--- src/rtl/trap_controller_pkg.sv ---
// rtl/trap_controller_pkg.sv - shared types and cause codes for the trap controller
// Purpose: package pack holds the trap FSM state enum, the exception cause
//          constants and the interrupt cause used by trap_controller and trap_priority.
// Ports:   none (package).
package pack;

    typedef enum logic [2:0] {
        ST_IDLE   = 3'd0,
        ST_DRAIN  = 3'd1,
        ST_FLUSH  = 3'd2,
        ST_VECTOR = 3'd3,
        ST_RETURN = 3'd4
    } trapState_;

    localparam logic [3:0] CAUSE_INSTR_MISALIGNED = 4'h0;
    localparam logic [3:0] CAUSE_ILLEGAL          = 4'h2;
    localparam logic [3:0] CAUSE_BREAKPOINT       = 4'h3;
    localparam logic [3:0] CAUSE_LOAD_MISALIGNED  = 4'h4;
    localparam logic [3:0] CAUSE_STORE_MISALIGNED = 4'h6;
    localparam logic [3:0] CAUSE_ECALL_M          = 4'hB;

    // Cause reported for the external interrupt (mcauseIrq distinguishes it).
    localparam logic [3:0] CAUSE_EXT_IRQ          = 4'hB;

endpackage

--- src/rtl/trap_controller_priority.sv ---
// rtl/trap_controller_priority.sv - combinational trap event priority selection
// Purpose: picks the single winning event among coincident requests:
//          memory exception > execute exception > decode exception > MRET > interrupt.
// Ports:   mem_exc_valid_i/mem_exc_cause_i, exe_exc_valid_i, dec_exc_valid_i/dec_exc_cause_i,
//          mret_valid_i, irq_req_i (already qualified by enable) ->
//          exc_valid_o/exc_cause_o (winning exception), ret_valid_o, irq_valid_o.
module trap_priority
    import pack::*;
(
    input  logic       mem_exc_valid_i,
    input  logic [3:0] mem_exc_cause_i,
    input  logic       exe_exc_valid_i,
    input  logic       dec_exc_valid_i,
    input  logic [3:0] dec_exc_cause_i,
    input  logic       mret_valid_i,
    input  logic       irq_req_i,
    output logic       exc_valid_o,
    output logic [3:0] exc_cause_o,
    output logic       ret_valid_o,
    output logic       irq_valid_o
);

    always_comb begin
        exc_valid_o = 1'b0;
        exc_cause_o = CAUSE_INSTR_MISALIGNED;
        ret_valid_o = 1'b0;
        irq_valid_o = 1'b0;
        if (mem_exc_valid_i) begin
            exc_valid_o = 1'b1;
            exc_cause_o = mem_exc_cause_i;
        end else if (exe_exc_valid_i) begin
            exc_valid_o = 1'b1;
            exc_cause_o = CAUSE_INSTR_MISALIGNED;
        end else if (dec_exc_valid_i) begin
            // A decode exception also suppresses an MRET in the same slot.
            exc_valid_o = 1'b1;
            exc_cause_o = dec_exc_cause_i;
        end else if (mret_valid_i) begin
            ret_valid_o = 1'b1;
        end else if (irq_req_i) begin
            irq_valid_o = 1'b1;
        end
    end

endmodule

--- src/rtl/trap_controller.sv ---
// rtl/trap_controller.sv - trap sequencing FSM: flush, vector, return, interrupt drain
// Purpose: accepts exceptions, MRET and (optionally) interrupts while idle, pulses
//          controlReset for one cycle in FLUSH, then redirects fetch to the trap
//          vector; MRET redirects fetch to mepc without a flush.
//          Interrupt support is compiled only when TRAP_INTERRUPT_EN is defined.
// Ports:   clock, reset (sync, active-high);
//          memExcValid/memExcCause, exeExcValid, decExcValid/decExcCause, mretValid,
//          interrupt, mstatusMIE, pipelineEmpty, mtvec, mepc (inputs);
//          controlReset, mcause, mcauseIrq, redirectValid, redirectPC, busy (outputs).
module trap_controller
    import pack::*;
(
    input  logic        clock,
    input  logic        reset,
    input  logic        memExcValid,
    input  logic [3:0]  memExcCause,
    input  logic        exeExcValid,
    input  logic        decExcValid,
    input  logic [3:0]  decExcCause,
    input  logic        mretValid,
    input  logic        interrupt,
    input  logic        mstatusMIE,
    input  logic        pipelineEmpty,
    input  logic [31:0] mtvec,
    input  logic [31:0] mepc,
    output logic        controlReset,
    output logic [3:0]  mcause,
    output logic        mcauseIrq,
    output logic        redirectValid,
    output logic [31:0] redirectPC,
    output logic        busy
);

    trapState_  state_q, state_d;
    logic [3:0] mcause_q, mcause_d;
    logic       mcause_irq_q, mcause_irq_d;

    logic       irq_req;
    logic       exc_valid;
    logic [3:0] exc_cause;
    logic       ret_valid;
    logic       irq_valid;
    logic       unused_inputs;

`ifdef TRAP_INTERRUPT_EN
    assign irq_req       = interrupt & mstatusMIE;
    assign unused_inputs = ^mtvec[1:0];
`else
    assign irq_req       = 1'b0;
    assign unused_inputs = ^{interrupt, mstatusMIE, pipelineEmpty, mtvec[1:0]};
`endif

    trap_priority u_priority (
        .mem_exc_valid_i (memExcValid),
        .mem_exc_cause_i (memExcCause),
        .exe_exc_valid_i (exeExcValid),
        .dec_exc_valid_i (decExcValid),
        .dec_exc_cause_i (decExcCause),
        .mret_valid_i    (mretValid),
        .irq_req_i       (irq_req),
        .exc_valid_o     (exc_valid),
        .exc_cause_o     (exc_cause),
        .ret_valid_o     (ret_valid),
        .irq_valid_o     (irq_valid)
    );

    always_comb begin
        state_d      = state_q;
        mcause_d     = mcause_q;
        mcause_irq_d = mcause_irq_q;
        case (state_q)
            ST_IDLE: begin
                if (exc_valid) begin
                    state_d      = ST_FLUSH;
                    mcause_d     = exc_cause;
                    mcause_irq_d = 1'b0;
                end else if (ret_valid) begin
                    state_d = ST_RETURN;
                end else if (irq_valid) begin
                    state_d = ST_DRAIN;
                end
            end
            ST_DRAIN: begin
`ifdef TRAP_INTERRUPT_EN
                // An exception overtakes the pending interrupt; the interrupt
                // is dropped and must be re-raised by its source.
                if (exc_valid) begin
                    state_d      = ST_FLUSH;
                    mcause_d     = exc_cause;
                    mcause_irq_d = 1'b0;
                end else if (pipelineEmpty) begin
                    state_d      = ST_FLUSH;
                    mcause_d     = CAUSE_EXT_IRQ;
                    mcause_irq_d = 1'b1;
                end
`else
                state_d = ST_IDLE;
`endif
            end
            ST_FLUSH:  state_d = ST_VECTOR;
            ST_VECTOR: state_d = ST_IDLE;
            ST_RETURN: state_d = ST_IDLE;
            default:   state_d = ST_IDLE;
        endcase
    end

    always_ff @(posedge clock) begin
        if (reset) begin
            state_q      <= ST_IDLE;
            mcause_q     <= 4'h0;
            mcause_irq_q <= 1'b0;
        end else begin
            state_q      <= state_d;
            mcause_q     <= mcause_d;
            mcause_irq_q <= mcause_irq_d;
        end
    end

    always_comb begin
        controlReset  = (state_q == ST_FLUSH);
        redirectValid = (state_q == ST_VECTOR) || (state_q == ST_RETURN);
        busy          = (state_q != ST_IDLE);
        redirectPC    = 32'h0;
        if (state_q == ST_VECTOR) begin
            redirectPC = {mtvec[31:2], 2'b00};
        end else if (state_q == ST_RETURN) begin
            redirectPC = mepc;
        end
    end

    assign mcause    = mcause_q;
    assign mcauseIrq = mcause_irq_q;

endmodule

--- config.mk ---
export PLATFORM = sky130hd
export DESIGN_NAME = trap_controller
export DESIGN_NICKNAME = d
export VERILOG_FILES = /design/src/rtl/trap_controller_pkg.sv /design/src/rtl/trap_controller_priority.sv /design/src/rtl/trap_controller.sv
export SDC_FILE = /design/constraint.sdc
export NUM_CORES = 1
export LEC_CHECK = 0
export ABC_AREA = 1
export BUFFER_PORTS_ARGS = -buffer_cell sky130_fd_sc_hd__buf_4
export CORE_MARGIN = 4
export CORE_UTILIZATION = 34
export CTS_BUF_LIST = sky130_fd_sc_hd__clkbuf_2 sky130_fd_sc_hd__clkbuf_4 sky130_fd_sc_hd__clkbuf_8
export DETAILED_ROUTE_END_ITERATION = 10
export PLACE_DENSITY = 0.92
export SLEW_MARGIN = 20
export SYNTH_ARGS = -nofsm -noshare
export SYNTH_HDL_FRONTEND = slang
export SYNTH_HIERARCHICAL = 1
export SYNTH_SLANG_ARGS = --single-unit
--- constraint.sdc ---
create_clock -name clock -period 1.5 [get_ports clock]
set_input_delay 0.3 -clock clock [delete_from_list [all_inputs] [get_ports clock]]
set_output_delay 0.3 -clock clock [all_outputs]
set_load 0.03 [all_outputs]
## Word level (Yosys, flattened, before mapping)

Cells that the tools add are included.

| cells by class | value |
|---|---|
| eq/ne operators | 4 |
| mux-type cells | 15 |
| reduce and logical (&&, ||, !) cells | 4 |

Operator list:

| kind | count |
|---|---|
| $mux 32 | 2 |
| $mux 4 | 3 |
| $mux 1 | 7 |
| $eq 3x2->1 const B | 2 |
| $mux 3 | 2 |
| $pmux 3 s2 | 1 |
| $eq 3x3->1 const B | 1 |
| $logic_not 3->1 | 1 |
| $ne 3x3->1 const B | 1 |
| $reduce_bool 3->1 | 1 |
| $reduce_and 2->1 | 1 |
| $logic_or 1x1->1 | 1 |

| word-level totals | value |
|---|---|
| register bits after elaboration | 7 |
| bits of input ports | 81 |
| output and inout bits | 40 |
| word-level logic and storage cells | 25 |

## Logic depth before layout (Yosys ltp)

| depth | value |
|---|---|
| depth after elaboration | 7 |
| mapped depth | 8 |

## Modules after synthesis

The synthesis kept the hierarchy.

By module, submodules not included:

| module | times used | cells an instance | area an instance (µm²) |
|---|---|---|---|
| trap_controller | 1 | 148 | 902.1 |
| trap_priority | 1 | 27 | 121.4 |

## Least setup slack after synthesis

No wires, ideal clock.

| timing | value |
|---|---|
| path type | register -> output |
| start | reg state_q[2] |
| end | out redirectPC[12] |
| arrival | 1186 ps |
| slack | 14 ps |
| stages on the path, launching flop included | 5 |
| path buffers | 1 |
| cells stage by stage | dfxtp_1 inv_2 nand3_2 buf_2 o21ai_1 |

| on the way | value |
|---|---|
| cells in the longest elaborated chain, start to end | 3 |

Ends and longest elaborated chain:

| what | line | source |
|---|---|---|
| start: declaration | trap_controller.sv:34 | `trapState_ state_q, state_d;` |
| start signal: assignment | trap_controller.sv:113 | `state_q <= state_d;` |
| $eq 3x3->1 | trap_controller.sv:126 | `end else if (state_q == ST_RETURN) begin` |
| $mux 32 | trap_controller.sv:126 |  |
| $mux 32 * | trap_controller.sv:124 | `if (state_q == ST_VECTOR) begin` |
| end: declaration | trap_controller.sv:30 | `output logic [31:0] redirectPC,` |

Every way passes the cells marked *; elsewhere a longest branch is shown, timed or not.

## Final worst setup path

| timing | value |
|---|---|
| start | reg state_q[1] |
| end | out redirectPC[1] |

Same word-level chain as after synthesis.

==> results.sh <==
export IMPL_finalSetupTns_ps=-2134
export IMPL_grt_use_total_pct=19.69
export IMPL_firstDrtPassIters=4
export IMPL_swShare_pct=39.31
export IMPL_grt_pass1_wl_um=6361
export IMPL_reg2reg_depth=5
export IMPL_startpoint="state_q[1]"
export IMPL_cpPeakStageDelay_ps=350
export IMPL_final_hold_viol_count=0
export IMPL_fp_coreArea_um2=2805
export IMPL_detail_route_wl_per_cell_um=12.70
export IMPL_rrSetupSlack_ps=430
export IMPL_crit_family="flip-flops"
export IMPL_timing_final_crit_share_pct=106.2
export IMPL_drv_slew=0
export IMPL_final_area_um2=2029
export IMPL_synth_area_leaders="inv_1, dfxtp_1, nand3_2"
export IMPL_synth_seq_cells=7
export IMPL_ios=121
export IMPL_period_needed_ps=1593
export IMPL_gp_congestion=0.7871
export IMPL_final_core_util_pct=72.35
export IMPL_critPathKind="flop to primary output"
export IMPL_grt_overflow=0
export IMPL_violations="negative setup slack"
export IMPL_p_int_uw=590.4
export IMPL_whs_ps=246.6
export IMPL_combinationalPowerShare_pct=57.9
export IMPL_clock_sinks=7
export IMPL_cp_required_ps=1200
export IMPL_synth_cells=175
export IMPL_viasPerCell=4.748
export IMPL_cts_made_buffers=3
export IMPL_netlist_area_leader_share_pct=16.14
export IMPL_status="complete, but fails checks"
export IMPL_placed_cells=317
export IMPL_clk_latency_ps=260
export IMPL_cts_tree="built"
export IMPL_area_growth_pct=98.29
export IMPL_reg2reg_to="mcause[0]"
export IMPL_die_w_um=62.87
export IMPL_drt_iter0_markers=110
export IMPL_drc=0
export IMPL_first_global_vias=1412
export IMPL_grt_max_degree=27
export IMPL_rsz0062_at_grt="true"
export IMPL_yosys_warnings=6
export IMPL_fin_nets=372
export IMPL_path_buf_inv=2
export IMPL_postSynthAreaPerCell_um2=5.848
export IMPL_leakagePower_nw=1.148
export IMPL_detailed_place_area_um2=1932
export IMPL_path_clk_slew_ps=50
export IMPL_drive_gt1_share_pct=54.83
export IMPL_drv_cap=0
export IMPL_finalSetupViolCount=34
export IMPL_fp_row_count=19
export IMPL_ir_drop_mv=0.6369
export IMPL_h_tree_depth=1
export IMPL_final_cell_mix="buf_4, inv_1, nand2_1"
export IMPL_wl_um=4077
export IMPL_crit_slowest_cell="dfxtp_2"
export IMPL_root_buffer="clkbuf_4"
export IMPL_cts_path_max_buffers=2
export IMPL_die_h_um=62.87
export IMPL_total_power_uw=972.9
export IMPL_dieArea_um2=3952
export IMPL_fin_ws_ps=-92.61
export IMPL_fillers=240
export IMPL_instances_no_fill=321
export IMPL_crit_chain="nor2_4 -> buf_12 -> nand2_1 -> nor2_1 -> buf_4"
export IMPL_dp_hpwl_um=3189
export IMPL_cp_start_kind="flop"
export IMPL_power_switching_uw=382.5
export IMPL_antenna_cells=0
export IMPL_sequentialPowerShare_pct=22.4
export IMPL_antenna_found_initial=0
export IMPL_clkPwrFrac_pct=19.7
export IMPL_hp_class="primary input to flop"
export IMPL_synth_area_um2=1023
export IMPL_cp_max_fo=21
export IMPL_cts_setup_buffers=0
export IMPL_ys_seq_area_share_pct=13.69
export IMPL_p_per_area_nw_per_um2=479.4
export IMPL_critPathArrivalTime_ps=1290
export IMPL_yosysUniqueCellTypes=20
export IMPL_path_depth=5
export IMPL_fmax_mhz=627.9
export IMPL_fin_skew_ps=6.477
export IMPL_ant_nets=0
export IMPL_endpoint_kind="primary output"
export IMPL_portBuffers=114
export IMPL_vias=1524
export IMPL_cp_endpoint="redirectPC[1]"
export IMPL_yosysTopAreaCell="inv_1"
export IMPL_r2r_start="state_q[1]"
export IMPL_start_util_pct=36.49
export IMPL_layout_commonest_cell="buf_4"
export IMPL_dp_worst_setup_slack_ps=88.39
[layout make-up]
class | count | area (µm²) | share of cell area (%)
repair buffers | 121 | 982.2 | 48.40
inverters | 45 | 168.9 | 8.323
flip-flops and latches | 7 | 145.1 | 7.152
well taps | 31 | 38.79 | 1.911
multi-input cells | 113 | 664.4 | 32.74
clock buffers | 4 | 30.03 | 1.480
[worst min-delay path by stage]
stage / to / slack [ps] / start / cells after the start
after floorplan: mcause[0] / 370 / reset / 1
after global placement: mcause[2] / 450 / mcause[2] / 2
after detailed placement: mcause[3] / 460 / mcause[3] / 2
after CTS: state_q[1] / 240 / reset / 2
after global routing: state_q[1] / 240 / reset / 2
final: state_q[1] / 250 / reset / 2
[power groups by stage]
stage | sequential (mW) | combinational [mW] | clock [mW]
final | 0.218 | 0.563 | 0.191
after global routing | 0.220 | 0.608 | 0.213
after floorplan | 0.231 | 0.265 | 0
after detailed placement | 0.217 | 0.547 | 0
after global placement | 0.216 | 0.537 | 0
after CTS | 0.217 | 0.563 | 0.200
[synthesized netlist by cell type]
library cell  number
conb_1             1
nand4_1            5
o21ai_1           20
dfxtp_1            7
buf_6              1
nand2_1           27
inv_1             44
nor4_2             1
inv_2              1
nor2_4             1
nor2_2             3
o21ai_2           10
a21oi_1            5
nand3_2           12
nor2_1             5
clkbuf_1           1
nand2_4            1
nand3_1           21
buf_2              6
buf_4              3
[sequential cells by signal, summed over array words and instances (netlist names)]
signal / count
state_q: 3
mcause: 4
[worst register-to-register path, stage by stage (launching register included)]
cell	delay [ps]
dfxtp_2	350
nor2_4	150
buf_6	190
nand3_2	130
nand2_1	80
a21oi_1	60
[cell families (layout without fill, tap and decap cells)]
| logic type | Yosys count | count (layout) | synth area share, % |
|---|---|---|---|
| other | 1 | 2 | 0.3664 |
| flip-flops | 7 | 7 | 13.69 |
| AND/OR/NAND/NOR | 76 | 76 | 42.05 |
| AO/OA/AOI/OAI | 35 | 35 | 20.78 |
| buffers and inverters | 56 | 170 | 23.10 |
[repair_timing]
item	4_1_cts	5_1_grt
gates resized for setup	15	5
endpoints found under the hold margin	0	0
setup endpoints to repair	34	35
hold buffers	0	0
[per-layer routing]
layer  global-route usage [%]  wire length [µm]
met1                    20.60              1421
met3                    5.216               370
met4                    6.612                78
met5                        0                 0
met2                    37.29              2207
Power figures use the tool's default switching activity.
